$ cat src/rtl/gnn_pkg.sv
// Shared constants and types for the GNN result readout path.
package gnn_pkg;
    localparam int N_NODES = 4;
    localparam int N_OUT   = 2;
    localparam int N_RES   = N_NODES * N_OUT;
    localparam int DW      = 21;
    localparam int IW      = 3;

    typedef logic signed [DW-1:0] res_t;

    typedef enum logic {
        IDLE = 1'b0,
        SEND = 1'b1
    } ser_state_e;
endpackage

$ cat src/rtl/gnn_frame_hold.sv
// Snapshot register bank for one result frame, read back one word at a time by index.
module gnn_frame_hold
    import gnn_pkg::*;
(
    input  logic                  clk,
    input  logic                  rst,
    input  logic                  cap,
    input  logic [N_RES*DW-1:0]   res_flat,
    input  logic [IW-1:0]         k,
    output res_t                  data
);

    res_t hold [N_RES];

    // Capture every word of the frame together; reset discards the snapshot.
    always_ff @(posedge clk) begin
        if (rst) begin
            for (int i = 0; i < N_RES; i++) hold[i] <= '0;
        end else if (cap) begin
            for (int i = 0; i < N_RES; i++) hold[i] <= res_t'(res_flat[i*DW +: DW]);
        end
    end

    assign data = hold[k];

endmodule

$ cat src/rtl/gnn_result_serializer.sv
// Snapshots the GNN result frame once all ready flags are high and streams it
// word by word over valid/ready. Frames that arrive mid-stream are dropped and
// flagged as a sticky overrun.
module gnn_result_serializer
    import gnn_pkg::*;
(
    input  logic                        clk,
    input  logic                        rst,
    input  logic [N_RES*DW-1:0]         res_flat,
    input  logic [N_RES-1:0]            res_rdy_flat,
    output logic                        m_valid,
    input  logic                        m_ready,
    output res_t                        m_data,
    output logic [IW-1:0]               m_idx,
    output logic                        m_last,
    output logic                        busy,
    output logic [7:0]                  frame_cnt,
    output logic                        overrun
);

    ser_state_e    state, state_nxt;
    logic [IW-1:0] k, k_nxt;
    logic          armed, armed_nxt;
    logic [7:0]    cnt_nxt;
    logic          ovr_nxt;
    logic          cap;
    logic          all_rdy;
    logic          accept;
    logic          last_beat;

    assign all_rdy   = &res_rdy_flat;
    assign last_beat = (k == IW'(N_RES - 1));
    assign accept    = (state == SEND) && m_ready;

    gnn_frame_hold u_hold (
        .clk      (clk),
        .rst      (rst),
        .cap      (cap),
        .res_flat (res_flat),
        .k        (k),
        .data     (m_data)
    );

    // State, beat index, arming, frame counter and sticky overrun registers.
    always_ff @(posedge clk) begin
        if (rst) begin
            state     <= IDLE;
            k         <= '0;
            armed     <= 1'b1;
            frame_cnt <= '0;
            overrun   <= 1'b0;
        end else begin
            state     <= state_nxt;
            k         <= k_nxt;
            armed     <= armed_nxt;
            frame_cnt <= cnt_nxt;
            overrun   <= ovr_nxt;
        end
    end

    // Next-state, capture/overrun decisions and stream outputs.
    always_comb begin
        state_nxt = state;
        k_nxt     = k;
        armed_nxt = armed;
        cnt_nxt   = frame_cnt;
        ovr_nxt   = overrun;
        cap       = 1'b0;
        m_valid   = 1'b0;
        busy      = 1'b0;
        m_last    = 1'b0;
        m_idx     = k;

        unique case (state)
            IDLE: begin
                if (all_rdy && armed) begin
                    cap       = 1'b1;
                    armed_nxt = 1'b0;
                    k_nxt     = '0;
                    state_nxt = SEND;
                end
            end
            SEND: begin
                m_valid = 1'b1;
                busy    = 1'b1;
                m_last  = last_beat;
                if (accept) begin
                    if (last_beat) begin
                        state_nxt = IDLE;
                        k_nxt     = '0;
                        cnt_nxt   = frame_cnt + 8'd1;
                    end else begin
                        k_nxt = k + 1'b1;
                    end
                end
                // A frame ready on the final accepted beat is not an overrun:
                // it stays armed and gets captured from IDLE next cycle.
                if (all_rdy && armed && !(accept && last_beat)) begin
                    ovr_nxt   = 1'b1;
                    armed_nxt = 1'b0;
                end
            end
            default: state_nxt = IDLE;
        endcase

        // Any cycle with a flag low re-arms for the next frame.
        if (!all_rdy) armed_nxt = 1'b1;
    end

endmodule

$ cat config.mk
export PLATFORM = sky130hd
export DESIGN_NAME = gnn_result_serializer
export DESIGN_NICKNAME = d
export VERILOG_FILES = /design/src/rtl/gnn_pkg.sv /design/src/rtl/gnn_frame_hold.sv /design/src/rtl/gnn_result_serializer.sv
export SDC_FILE = /design/constraint.sdc
export NUM_CORES = 1
export LEC_CHECK = 0
export CAP_MARGIN = 30
export CORE_ASPECT_RATIO = 1.1
export CORE_MARGIN = 10
export CORE_UTILIZATION = 40
export CTS_BUF_LIST = sky130_fd_sc_hd__clkbuf_16
export DETAILED_ROUTE_END_ITERATION = 6
export PLACE_DENSITY_LB_ADDON = 0.12
export SETUP_SLACK_MARGIN = 0.1
export SYNTH_ARGS = -nofsm -noshare
export SYNTH_HDL_FRONTEND = slang
export SYNTH_SLANG_ARGS = --single-unit
export TNS_END_PERCENT = 30
$ cat constraint.sdc
create_clock -name clk -period 7.1 [get_ports clk]
set_clock_uncertainty 0.15 [all_clocks]
set_input_delay 1.775 -clock clk [delete_from_list [all_inputs] [get_ports clk]]
set_output_delay 1.775 -clock clk [all_outputs]
set_load 0.05 [all_outputs]
==> flow_summary_export.csv, run 1 <==
group,metric,value,unit
floorplanning,coreArea,20000,um^2
detailed_routing,highest_layer,"met4",
setup_path,max_stage_delay,950,ps
cts,clock_sinks,185,
floorplanning,die_x,157,um
synthesis,synth_edf_count,168,
placed_design,dpl_worst_slack,2340,ps
power_and_ir_drop,vdd_drop_max,0.144,mV
synthesis,postSynth.asyncResetShare,0,%
synthesis,yosysWarningCount,0,
job,maxCapViolCount,0,
sta,setup_slack,2140,ps
setup_path,critPathBufInv,1,
setup_path,r2r_cells,5,
detailed_routing,drtPass1Iterations,4,
cts,clockRootBuffer,"clkbuf_16",
global_routing,gr-total-overflow,0,
synthesis,synth-compound-area-share,1.65,%
power_and_ir_drop,power_density,215,nW/um^2
hold_path,min_path_cells,2,
sta,fmax,201,MHz
detailed_routing,post_drt_wl_per_cell,19.7,um
setup_path,cp-end-kind,"output pin",
hold_path,worstHoldEndpoint,"overrun$_SDFFE_PP0P_",
placed_design,port_buffers,214,
cells_and_area,area_growth,35.8,%
cts,clkTransAtPathRegs,70,ps
power_and_ir_drop,leakage,3.76,nW
cells_and_area,layout-drive-gt1-share,14.8,%
cells_and_area,nNetsFinal,893,
setup_path,r2r-end,"u_hold.hold[5][18]$_SDFFCE_PN0P_",
synthesis,synthMuxAreaShare,14.5,%
global_routing,grtUsageTotal,14.5,%
detailed_routing,wl_met1,7940,um
synthesis,synth_nets,688,
setup_path,path_max_fanout,42,
cts,cts_buffers,17,
floorplanning,ios,215,
setup_path,crit_family,"flip-flops",
detailed_routing,drt_iter0_drc,203,
cells_and_area,n_antenna_cell,0,
cts,ctsResizeCount,0,
setup_path,reg2reg_from,"state$_SDFF_PP0_",
cts,cts_hold_buf,0,
synthesis,netlist_instances,506,
synthesis,synth_area_leaders,"edfxtp_1, mux4_2, and2_1",
run_status,outcome,"complete, no violations",
detailed_routing,wl_met3,1320,um
synthesis,syn_avg_cell_area,16.2,um^2
floorplanning,initial_utilization,41.0,%
sta,rsz0062_at_grt,"false",
sta,setup_viol,0,
floorplanning,row_count,54,
synthesis,synth.most_common_cell,"edfxtp_1",
synthesis,synth-adder-area-share,0.457,%
detailed_routing,drcViolationCount,0,
global_routing,grt_first_pass_wirelength,29600,um
synthesis,yosysTopAreaCellShare,61.5,%
detailed_routing,dr_wl_met2,9820,um
cts,cts_tree,"built",
floorplanning,die_y,170,um
global_routing,grt_start_max_net_pins,127,
hold_path,hold_path.class,"register to register",
detailed_routing,viasPerCell,4.89,
synthesis,synth-seq-cells,185,
sta,finalHoldViolations,0,
sta,tns,0,ps
floorplanning,dieArea,26600,um^2
global_routing,grt_pass1_vias,5333,
sta,whs,340,ps
synthesis,synth_cell_types,29,
cts,htree_levels,4,
detailed_routing,via_count,4771,
setup_path,ff2ff_setup_slack,4240,ps
detailed_routing,drtAntennaViolNets,0,
sta,worst_slew_pin_slew,946,ps
global_routing,antenna_found_initial,0,
synthesis,ys.flop_type,"edfxtp_1",
placed_design,finalWeightedCongestion,0.754,
hold_path,hold_start,"overrun$_SDFFE_PP0P_",
synthesis,ys_top_cells_by_count,"edfxtp_1, and2_1, mux4_2, nor2b_1, clkbuf_1",
setup_path,crit_type,"register to output pin",
synthesis,syn_area,8210,um^2
sta,maxSlewViolCount,0,
setup_path,cp.arrival,3040,ps
sta,final.period_utilization,69.9,%
cts,post_cts_buffers,0,
synthesis,synth_simple_gate_area_share,15.0,%
synthesis,synth_top_cell_by_area,"edfxtp_1",
sta,max-slew-margin-rel,36.9,%
synthesis,synth-seq-area-share,65.6,%
setup_path,slowest_stage,"dfxtp_4",
cts,clockBufferDepth,2,
setup_path,required,5180,ps
synthesis,synthXorXnorAreaFrac,0.213,%
placed_design,hpwl,13600,um
detailed_routing,finalWirelength,19300,um
sta,post-route-min-period,4960,ps
setup_path,crit_path_start_kind,"register",
cts,clk_latency,430,ps
setup_path,cp_cell_sequence,"mux4_2 > mux2_2 > clkdlybuf4s50_1",
synthesis,synth_top_family_by_area,"simple AND/OR/NAND/NOR gates",
==> through the flow <==
| stage | instance area [um^2] | power, W | util, % | instances |
|---|---|---|---|---|
| 5_1_grt | 11100 | 0.00248 | 55.7 | 976 |
| 6_report | 11100 | 0.00240 | 55.7 | 976 |
| 3_3_place_gp | 10500 | 0.00149 | 52.6 | 942 |
| 2_1_floorplan | 8210 | 0.00136 | - | 506 |
| 3_5_place_dp | 10600 | 0.00149 | 52.8 | 944 |
| 4_1_cts | 11100 | 0.00242 | 55.7 | 976 |
==> sequential cells by signal, summed over array words and instances, names as in the netlist, named ones only <==
register,cells
overrun,1
m_idx,3
armed,1
u_hold.hold,168
state,1
frame_cnt,8
==> layout by cell type, fill, tap and decap left out, types with 2 or more instances in the layout <==
cell             instances
buf_4                    3
clkdlybuf4s50_1        213
mux4_2                  42
or4_1                    2
clkinv_4                 3
nand4_1                  5
and2_1                 127
dfxtp_1                 15
xor2_1                   2
a32o_1                   6
clkinvlp_4               2
or3_1                    4
inv_6                    4
edfxtp_1               168
o31ai_1                  2
inv_8                    3
o21ai_0                  4
ha_1                     3
nand3_1                  2
a21oi_1                  8
buf_12                   2
nand2b_4                 2
nor2_1                   5
nor2b_1                 42
clkbuf_16               17
nand2_1                  5
mux2_2                  21
==> worst register-to-register path, cell delays in order, from the launching register on <==
cell and delay [ps]:
dfxtp_1 390, nand2b_4 190, or3_1 540, nand2b_4 420, buf_16 310, buf_12 400
==> logic make-up after synthesis <==
| logic type | after synthesis |
|---|---|
| compound gates | 20 |
| xor+xnor | 2 |
| fa+ha+maj | 3 |
| buf+inv | 35 |
| flops | 185 |
| mux | 64 |
| simple gates | 197 |
==> worst max-delay path by stage <==
stage,cells after the start,slack (ps),end,start
2_1_floorplan,4,1950,u_hold.hold[0][0]$_SDFFCE_PN0P_,res_rdy_flat[6]
3_3_place_gp,5,2290,u_hold.hold[2][15]$_SDFFCE_PN0P_,res_rdy_flat[6]
3_5_place_dp,6,2340,u_hold.hold[1][15]$_SDFFCE_PN0P_,res_rdy_flat[4]
4_1_cts,3,2050,m_data[11],register
5_1_grt,3,1940,m_data[11],register
6_report,3,2140,m_data[12],register
==> area by class of cell <==
| cell class | instances | area, um^2 |
|---|---|---|
| tap | 252 | 315 |
| sequential | 185 | 5390 |
| clock inverter | 15 | 160 |
| fill | 1636 | 8850 |
| timing repair buffer | 220 | 2230 |
| multi-input combinational | 286 | 2620 |
| clock buffer | 17 | 425 |
| inverter | 1 | 3.75 |
==> where the power goes <==
group | switching (W) | internal, W
sequential | 0.0000144 | 0.00124
combinational | 0.0000792 | 0.000128
clock | 0.000433 | 0.000498
==> routing by layer <==
metal | GRT usage [%] | vias up
met4 | 4.19 | 0
met2 | 24.6 | 138
li1 | - | 2298
met1 | 17.3 | 2318
met5 | 0 | -
met3 | 4.89 | 17
Power figures use the tool's default switching activity.
==> inputs of run 2 (changes only) <==
==> constraint.sdc (replaced) <==
create_clock -name clk -period 4.1 [get_ports clk]
set_clock_uncertainty 0.15 [all_clocks]
set_input_delay 1.025 -clock clk [delete_from_list [all_inputs] [get_ports clk]]
set_output_delay 1.025 -clock clk [all_outputs]
set_load 0.05 [all_outputs]
==> run 2 against run 1 <==
Net effect:
- global-route usage grew 1.3 points
- critical endpoint is now m_data[2]
- via count rose by 1.9%
- non-clock buffer count is 4 higher
- flip-flop and latch count unchanged
- combinational power is 71% higher
- hold slack worse by 4.5 ps
- first-iteration DRC count is 39% higher
- core utilization increased by 0.18 points
- power rose by 71%
==> flow_summary_export.csv, run 2 (synthesis results as in run 1) <==
group,metric,value,unit
sta,max-slew-margin-rel,58.0,%
detailed_routing,drcViolationCount,0,
detailed_routing,via_count,4861,
power_and_ir_drop,leakage,3.81,nW
detailed_routing,viasPerCell,4.95,
global_routing,grtUsageTotal,15.8,%
detailed_routing,finalWirelength,20800,um
floorplanning,dieArea,26600,um^2
setup_path,crit_end,"m_data[2]",
run_status,outcome,"complete, no violations",
sta,whs,335,ps
placed_design,port_buffers,214,
placed_design,hpwl,15300,um
sta,worst_slew_pin_slew,628,ps
setup_path,cp-end-kind,"output pin",
setup_path,ff2ff_setup_slack,1810,ps
cells_and_area,final_cell_mix,"clkdlybuf4s50_1, edfxtp_1, and2_1",
sta,maxSlewViolCount,0,
setup_path,crit_type,"register to output pin",
sta,final.period_utilization,95.2,%
sta,finalHoldViolations,0,
detailed_routing,drtAntennaViolNets,0,
cells_and_area,largest_reg_flops,168,
cts,post_cts_buffers,0,
cts,cts_tree,"built",
setup_path,cp.arrival,2730,ps
floorplanning,die_y,170,um
cts,clock_sinks,185,
setup_path,path_max_fanout,20,
global_routing,gr-total-overflow,0,
sta,tns,0,ps
cells_and_area,layout_commonest_cell,"clkdlybuf4s50_1",
sta,post-route-min-period,3900,ps
cts,clkTransAtPathRegs,70,ps
sta,fmax,256,MHz
setup_path,reg2reg_from,"state$_SDFF_PP0_",
placed_design,finalWeightedCongestion,0.858,
detailed_routing,drtPass1Iterations,4,
cts,clockRootBuffer,"clkbuf_16",
cells_and_area,area_growth,36.3,%
sta,setup_slack,195,ps
global_routing,grt_pass1_vias,5376,
setup_path,r2r-end,"u_hold.hold[0][7]$_SDFFCE_PN0P_",
global_routing,grt_start_max_net_pins,101,
floorplanning,ios,215,
setup_path,required,2920,ps
cts,clk_latency,420,ps
power_and_ir_drop,power_density,366,nW/um^2
placed_design,dpl_worst_slack,610,ps
sta,setup_viol,0,
sta,rsz0062_at_grt,"true",
floorplanning,coreArea,20000,um^2
job,maxCapViolCount,0,
cells_and_area,regMostFlops,"u_hold.hold",
power_and_ir_drop,vdd_drop_max,0.231,mV
cts,cts_buffers,17,
setup_path,crit_path_start_kind,"register",
detailed_routing,post_drt_wl_per_cell,21.1,um
detailed_routing,drt_iter0_drc,283,
floorplanning,die_x,157,um
cells_and_area,layout-drive-gt1-share,15.4,%
global_routing,grt_first_pass_wirelength,31500,um
floorplanning,initial_utilization,41.0,%
cells_and_area,nNetsFinal,897,
cts,htree_levels,4,
cts,clockBufferDepth,2,
global_routing,antenna_found_initial,5,
floorplanning,row_count,54,
hold_path,hold_path.class,"register to register",
setup_path,r2r_cells,4,
run 2: cell types whose count changed in the layout (fill, tap and decap cells not counted), moves of 3 or more:
cell and delta:
clkdlybuf4s50_1 -4, buf_12 +3, buf_4 +3, diode_2 +3
dlymetal6s2s_1 +3
run 2: how the worst min path moves through the flow:
| stage | from | to | slack (ps) | cells past startpoint |
|---|---|---|---|---|
| after floorplan | armed$_SDFFE_PP1P_ | armed$_SDFFE_PP1P_ | 340 | 2 |
| after global placement | overrun$_SDFFE_PP0P_ | overrun$_SDFFE_PP0P_ | 320 | 2 |
| after detailed placement | overrun$_SDFFE_PP0P_ | overrun$_SDFFE_PP0P_ | 310 | 2 |
| after CTS | overrun$_SDFFE_PP0P_ | overrun$_SDFFE_PP0P_ | 340 | 2 |
| after global routing | overrun$_SDFFE_PP0P_ | overrun$_SDFFE_PP0P_ | 350 | 2 |
| final | overrun$_SDFFE_PP0P_ | overrun$_SDFFE_PP0P_ | 340 | 2 |
run 2: area by class of cell:
cell class	instances	area (um^2)
Antenna cell	3	7.51
Multi-Input combinational cell	286	2620
Inverter	1	3.75
Clock inverter	15	136
Timing Repair Buffer	224	2280
Clock buffer	17	425
Tap cell	252	315
Sequential cell	185	5390
Fill cell	1631	8820
run 2: worst max-delay path, stage by stage (launching register included):
cell	delay, ps
dfxtp_4	540
buf_12	250
mux4_2	520
mux2_2	280
clkdlybuf4s50_1	720
run 2: repair_timing:
action	in CTS	in global routing
setup endpoints to repair	0	10
hold buffers	0	0
gates resized for setup	0	3
run 2: metrics by stage:
stage	instances	instance area (um^2)	util, %	power, W
global route	982	11200	55.9	0.00425
global placement	948	10600	53.0	0.00259
detailed placement	948	10600	53.0	0.00259
CTS	980	11200	55.8	0.00414
floorplan	506	8210	-	0.00235
finish	983	11200	55.9	0.00409
run 2: report_power, final:
| part | internal, W | total (W) | switching, W |
|---|---|---|---|
| registers | 0.00216 | 0.00220 | 0.0000397 |
| clock network | 0.000801 | 0.00154 | 0.000739 |
| logic | 0.000220 | 0.000353 | 0.000133 |
run 2: metal layers:
| metal | GRT usage [%] | up-vias | part of all wire (%) |
|---|---|---|---|
| met4 | 5.38 | 4 | 1.7 |
| met3 | 6.05 | 27 | 8.5 |
| met2 | 26.8 | 180 | 51 |
| met5 | 0 | - | 0.12 |
| li1 | - | 2312 | - |
| met1 | 18.0 | 2338 | 39 |
